### src/rtl/biquad_cascade.sv
// Cascade of direct-form-II biquad sections sharing one multiplier and one accumulator.
// Each section takes six cycles; the result is registered on yk with a one-cycle done pulse.
module biquad_cascade #(
  parameter int unsigned N        = 16,
  parameter int unsigned FRAC     = 8,
  parameter int unsigned SECTIONS = 2
) (
  input  logic                          clk,
  input  logic                          reset,
  input  logic                          start,
  input  logic signed [N-1:0]           uk,
  input  logic                          coef_we,
  input  logic [$clog2(5*SECTIONS)-1:0] coef_addr,
  input  logic signed [N-1:0]           coef_data,
  input  logic                          clr_state,
  output logic                          busy,
  output logic                          done,
  output logic signed [N-1:0]           yk,
  output logic                          ovf
);

  localparam int unsigned AW   = $clog2(5*SECTIONS);
  localparam int unsigned SW   = (SECTIONS > 1) ? $clog2(SECTIONS) : 1;
  localparam int unsigned NC   = 5*SECTIONS;
  localparam int unsigned AccW = N + 4;
  localparam int unsigned PW   = 2*N;

  typedef enum logic [1:0] {StIdle, StRun, StDone} state_e;

  state_e                 state_q;
  logic [2:0]             ph_q;
  logic [SW-1:0]          sec_q;
  logic [AW-1:0]          cbase_q;
  logic signed [N-1:0]    coef_q [NC];
  logic signed [N-1:0]    f1_q [SECTIONS];
  logic signed [N-1:0]    f2_q [SECTIONS];
  logic signed [N-1:0]    x_q;
  logic signed [N-1:0]    f_q;
  logic signed [AccW-1:0] acc_q;

  logic signed [N-1:0]    mc, md;
  logic signed [PW-1:0]   prod, prod_sh;
  logic signed [AccW-1:0] pterm, sum_add, sum_sub;

  function automatic logic fits(input logic signed [AccW-1:0] v);
    return v[AccW-1:N-1] == {(AccW-N+1){v[AccW-1]}};
  endfunction

  function automatic logic signed [N-1:0] sat(input logic signed [AccW-1:0] v);
    if (fits(v)) return v[N-1:0];
    else if (v[AccW-1]) return {1'b1, {(N-1){1'b0}}};
    else return {1'b0, {(N-1){1'b1}}};
  endfunction

  // Operand selection for the single shared multiplier, keyed by phase.
  always_comb begin
    mc = '0;
    md = '0;
    case (ph_q)
      3'd1: begin mc = coef_q[cbase_q + AW'(3)]; md = f1_q[sec_q]; end
      3'd2: begin mc = coef_q[cbase_q + AW'(4)]; md = f2_q[sec_q]; end
      3'd3: begin mc = coef_q[cbase_q + AW'(1)]; md = f1_q[sec_q]; end
      3'd4: begin mc = coef_q[cbase_q + AW'(2)]; md = f2_q[sec_q]; end
      3'd5: begin mc = coef_q[cbase_q];          md = f_q;         end
      default: ;
    endcase
  end

  // Sign-extended operands make the low 2N bits of the unsigned product the signed product.
  assign prod    = {{N{mc[N-1]}}, mc} * {{N{md[N-1]}}, md};
  assign prod_sh = prod >>> FRAC;
  assign pterm   = prod_sh[AccW-1:0];
  assign sum_add = acc_q + pterm;
  assign sum_sub = acc_q - pterm;

  always_ff @(posedge clk) begin
    if (reset) begin
      state_q <= StIdle;
      ph_q    <= '0;
      sec_q   <= '0;
      cbase_q <= '0;
      x_q     <= '0;
      f_q     <= '0;
      acc_q   <= '0;
      busy    <= 1'b0;
      done    <= 1'b0;
      yk      <= '0;
      ovf     <= 1'b0;
      for (int i = 0; i < NC; i++) coef_q[i] <= (i % 5 == 0) ? N'(1 << FRAC) : '0;
      for (int s = 0; s < SECTIONS; s++) begin
        f1_q[s] <= '0;
        f2_q[s] <= '0;
      end
    end else begin
      done <= 1'b0;
      case (state_q)
        StIdle: begin
          if (coef_we && (32'(coef_addr) < NC)) coef_q[coef_addr] <= coef_data;
          if (clr_state) begin
            for (int s = 0; s < SECTIONS; s++) begin
              f1_q[s] <= '0;
              f2_q[s] <= '0;
            end
          end
          if (start) begin
            x_q     <= uk;
            state_q <= StRun;
            busy    <= 1'b1;
            ph_q    <= '0;
            sec_q   <= '0;
            cbase_q <= '0;
          end
        end
        StRun: begin
          ph_q <= ph_q + 3'd1;
          case (ph_q)
            3'd0: acc_q <= {{(AccW-N){x_q[N-1]}}, x_q};
            3'd1, 3'd2: acc_q <= sum_sub;
            3'd3: begin
              f_q   <= sat(acc_q);
              ovf   <= ovf | ~fits(acc_q);
              acc_q <= pterm;
            end
            3'd4: acc_q <= sum_add;
            3'd5: begin
              x_q          <= sat(sum_add);
              ovf          <= ovf | ~fits(sum_add);
              f2_q[sec_q]  <= f1_q[sec_q];
              f1_q[sec_q]  <= f_q;
              ph_q         <= '0;
              if (sec_q == SW'(SECTIONS - 1)) begin
                state_q <= StDone;
              end else begin
                sec_q   <= sec_q + SW'(1);
                cbase_q <= cbase_q + AW'(5);
              end
            end
            default: ph_q <= '0;
          endcase
        end
        StDone: begin
          yk      <= x_q;
          done    <= 1'b1;
          busy    <= 1'b0;
          state_q <= StIdle;
        end
        default: state_q <= StIdle;
      endcase
    end
  end

endmodule

### config.mk
export PLATFORM = sky130hd
export DESIGN_NAME = biquad_cascade
export DESIGN_NICKNAME = d
export VERILOG_FILES = /design/src/rtl/biquad_cascade.sv
export SDC_FILE = /design/constraint.sdc
export NUM_CORES = 2
export LEC_CHECK = 0
export ABC_AREA = 1
export CORE_ASPECT_RATIO = 0.6
export CORE_MARGIN = 2
export CORE_UTILIZATION = 50
export DETAILED_ROUTE_END_ITERATION = 12
export PLACE_DENSITY = 0.7
export REMOVE_ABC_BUFFERS = 1
export SETUP_SLACK_MARGIN = 0.15
export SYNTH_ARGS = -nofsm -noshare
export SYNTH_HDL_FRONTEND = slang
export SYNTH_SLANG_ARGS = --single-unit
export TNS_END_PERCENT = 1
### constraint.sdc
create_clock -name clk -period 13.95 [get_ports clk]
set_input_delay 2.79 -clock clk [delete_from_list [all_inputs] [get_ports clk]]
set_output_delay 2.79 -clock clk [all_outputs]
set_load 0.03 [all_outputs]
==> flow_metrics.env <==
export IMPL_post_route_period_util=0.8663
export IMPL_synth_edff_count=320
export IMPL_drc_errors=0
export IMPL_crit_top_cell="nand2_1"
export IMPL_hold_slack_ns=0.4680
export IMPL_dieArea_mm2=0.07465
export IMPL_dr_first_iter_drc_count=4872
export IMPL_finalClockSkew_ns=0.03434
export IMPL_ctsResizeCount=0
export IMPL_ys_flop_type="edfxtp_1"
export IMPL_antenna_found_initial=2
export IMPL_gp_congestion=1.015
export IMPL_grt_use_total=0.3385
export IMPL_nets=5303
export IMPL_worstSetupEndpointType="register"
export IMPL_grt_overflow=0
export IMPL_cp_max_fo=76
export IMPL_drive_above_1_share=0.04007
export IMPL_core_mm2=0.07170
export IMPL_regArea_mm2=0.01135
export IMPL_postRouteAntennaNets=0
export IMPL_min_period_ns=12.08
export IMPL_synth_area_leaders="edfxtp_1, fa_1, nand2_1"
export IMPL_timing_fmax_ghz=0.08275
export IMPL_final_area_mm2=0.03906
export IMPL_grt_max_degree=179
export IMPL_start_kind="register"
export IMPL_path_delay_family="adder cells"
export IMPL_num_rows=76
export IMPL_die_y_um=212.4
export IMPL_drt_wl_total_um=125200
export IMPL_ys_seq_area_frac=0.3129
export IMPL_synth_common_cells="nand2_1, inv_1, nor2_1"
export IMPL_crit_type="reg2reg"
export IMPL_worst_pin_slew_ns=1.240
export IMPL_synth_cell_types=57
export IMPL_synth_top_cell_area_share=0.2654
export IMPL_clk_path_buf_depth=3
export IMPL_powerDensity_mw_per_mm2=80.22
export IMPL_synth_most_common_cell="nand2_1"
export IMPL_clock_root_buffer="clkbuf_16"
export IMPL_tritoncts="yes"
export IMPL_cp_arrival_ns=12.55
export IMPL_num_fill_cells=6927
export IMPL_antenna_cells=0
export IMPL_die_w_um=351.4
export IMPL_cts_buffers=42
export IMPL_syn_inst=4929
export IMPL_grt_pass1_wl_um=192600
export IMPL_finalSetupViolations=0
export IMPL_htree_levels=2
export IMPL_postCtsHoldBufs=0
export IMPL_cts_sinks=406
export IMPL_cpPeakStageDelay_ns=0.85
export IMPL_synthArstFlopShare=0
export IMPL_p_leak_uw=0.01674
export IMPL_multi_input_area_mm2=0.02159
export IMPL_crit_buf_inv=10
export IMPL_synth_area_mm2=0.03621
export IMPL_yosysTopAreaCell="edfxtp_1"
export IMPL_relSlewSlack=0.1643
export IMPL_viasPerCell=5.850
export IMPL_crit_slowest_cell="dfxtp_4"
export IMPL_slew_violations=0
export IMPL_drv_cap=0
export IMPL_initial_core_util=0.5050
export IMPL_io_pin_count=60
export IMPL_ir_drop_mv=0.08568
export IMPL_hold_violations=0
export IMPL_firstDrtPassIters=6
export IMPL_outcome="finished clean"
export IMPL_syn_to_final_growth_pct=7.879
export IMPL_syn_avg_cell_area_um2=7.346
export IMPL_rsz0062_at_grt="no"
export IMPL_fin_ws_ns=1.865
export IMPL_cts_setup_buffers=0
export IMPL_dpl_hpwl_um=93140
export IMPL_via_count=34610
export IMPL_yosysWarnings=0
export IMPL_io_buffers=59
export IMPL_clock_latency_ns=0.61
export IMPL_ys_ff_latch=406
export IMPL_grt_pass1_vias=32130
export IMPL_required_ns=14.42
export IMPL_dp_worst_setup_slack_ns=2.053
export IMPL_place_area_mm2=0.03770
export IMPL_fin_tns_setup_ns=0
export IMPL_min_path_type="reg2reg"
export IMPL_cts_clk_slew_worst_paths_ns=0.07
export IMPL_wl_per_cell_um=21.15
-- per-stage QoR --
stage               total power [uW]  std cells    util
finish                          3133       5916  0.5448
global route                    3245       5916  0.5448
CTS                             3121       5916  0.5448
detailed placement              1953       5840  0.5259
global placement                1953       5840  0.5259
floorplan                       1754       4742       -
-- worst paths after layout --
path / to / start / cells after the start / slack [ns]
worst max-delay path: x_q[7]$_SDFFE_PP0P_ / cbase_q[1]$_SDFFE_PP0P_ / 51 / 1.87
worst min register to register: x_q[4]$_SDFFE_PP0P_ / x_q[4]$_SDFFE_PP0P_ / 2 / 0.47
worst min-delay path: x_q[4]$_SDFFE_PP0P_ / x_q[4]$_SDFFE_PP0P_ / 2 / 0.47
worst max register to register: x_q[7]$_SDFFE_PP0P_ / cbase_q[1]$_SDFFE_PP0P_ / 51 / 1.87
-- registers in the layout, summed over array words and instances (netlist names), 2 cells and up, named ones only --
register  count
acc_q        20
cbase_q       4
coef_q      256
f1_q         32
f2_q         32
f_q          16
ph_q          3
state_q       2
x_q          16
yk           16
-- placed cells by master, fill, tap and decap left out, types with 80 or more instances in the layout --
cell type / instances
nand2_1: 1181
o21ai_0: 454
conb_1: 96
fa_1: 230
inv_1: 618
edfxtp_1: 320
dfxtp_1: 80
ha_1: 122
nor2_1: 554
nand3_1: 483
a21oi_1: 228
-- worst reg2reg max path: cells and delay by family, from the launching register on --
kind	cells	cell delay (ns)
flip-flops	1	0.85
AND/OR/NAND/NOR	20	3.06
AO/OA/AOI/OAI	12	1.90
buffers and inverters	10	1.82
adder cells (fa/ha/maj)	9	4.30
-- report_power, final --
group	internal, uW	total (uW)	switching (uW)
Combinational	159	555	395
Sequential	1360	1400	39.0
Clock	654	1180	526
Total	2170	3130	961
-- layout make-up --
type	count	area share
Clock inverter	19	0.005285
Tap cell	975	0.03123
Timing Repair Buffer	123	0.02857
Clock buffer	57	0.02941
Sequential cell	406	0.2905
Inverter	645	0.06218
Multi-Input combinational cell	3691	0.5528
-- cell families (layout without fill, tap and decap cells) --
| kind of cell | after synthesis | count (layout) | synth area share |
|---|---|---|---|
| compound gates | 898 | 898 | 0.1401 |
| xor+xnor | 49 | 49 | 0.01268 |
| fa+ha+maj | 353 | 353 | 0.1697 |
| buf+inv | 927 | 844 | 0.1020 |
| flops | 406 | 406 | 0.3129 |
| mux | 18 | 18 | 0.005045 |
| other cells | 1 | 96 | 0.0001036 |
| simple gates | 2277 | 2277 | 0.2575 |
-- layer usage --
metal | up-vias | wire, um | global-route usage
li1 | 15930 | - | -
met1 | 16320 | 57000 | 0.5270
met2 | 2142 | 46510 | 0.4413
met3 | 223 | 18770 | 0.1150
met4 | 0 | 2865 | 0.07619
met5 | - | 0 | 0
No activity file was read; power rests on OpenSTA's default activity.
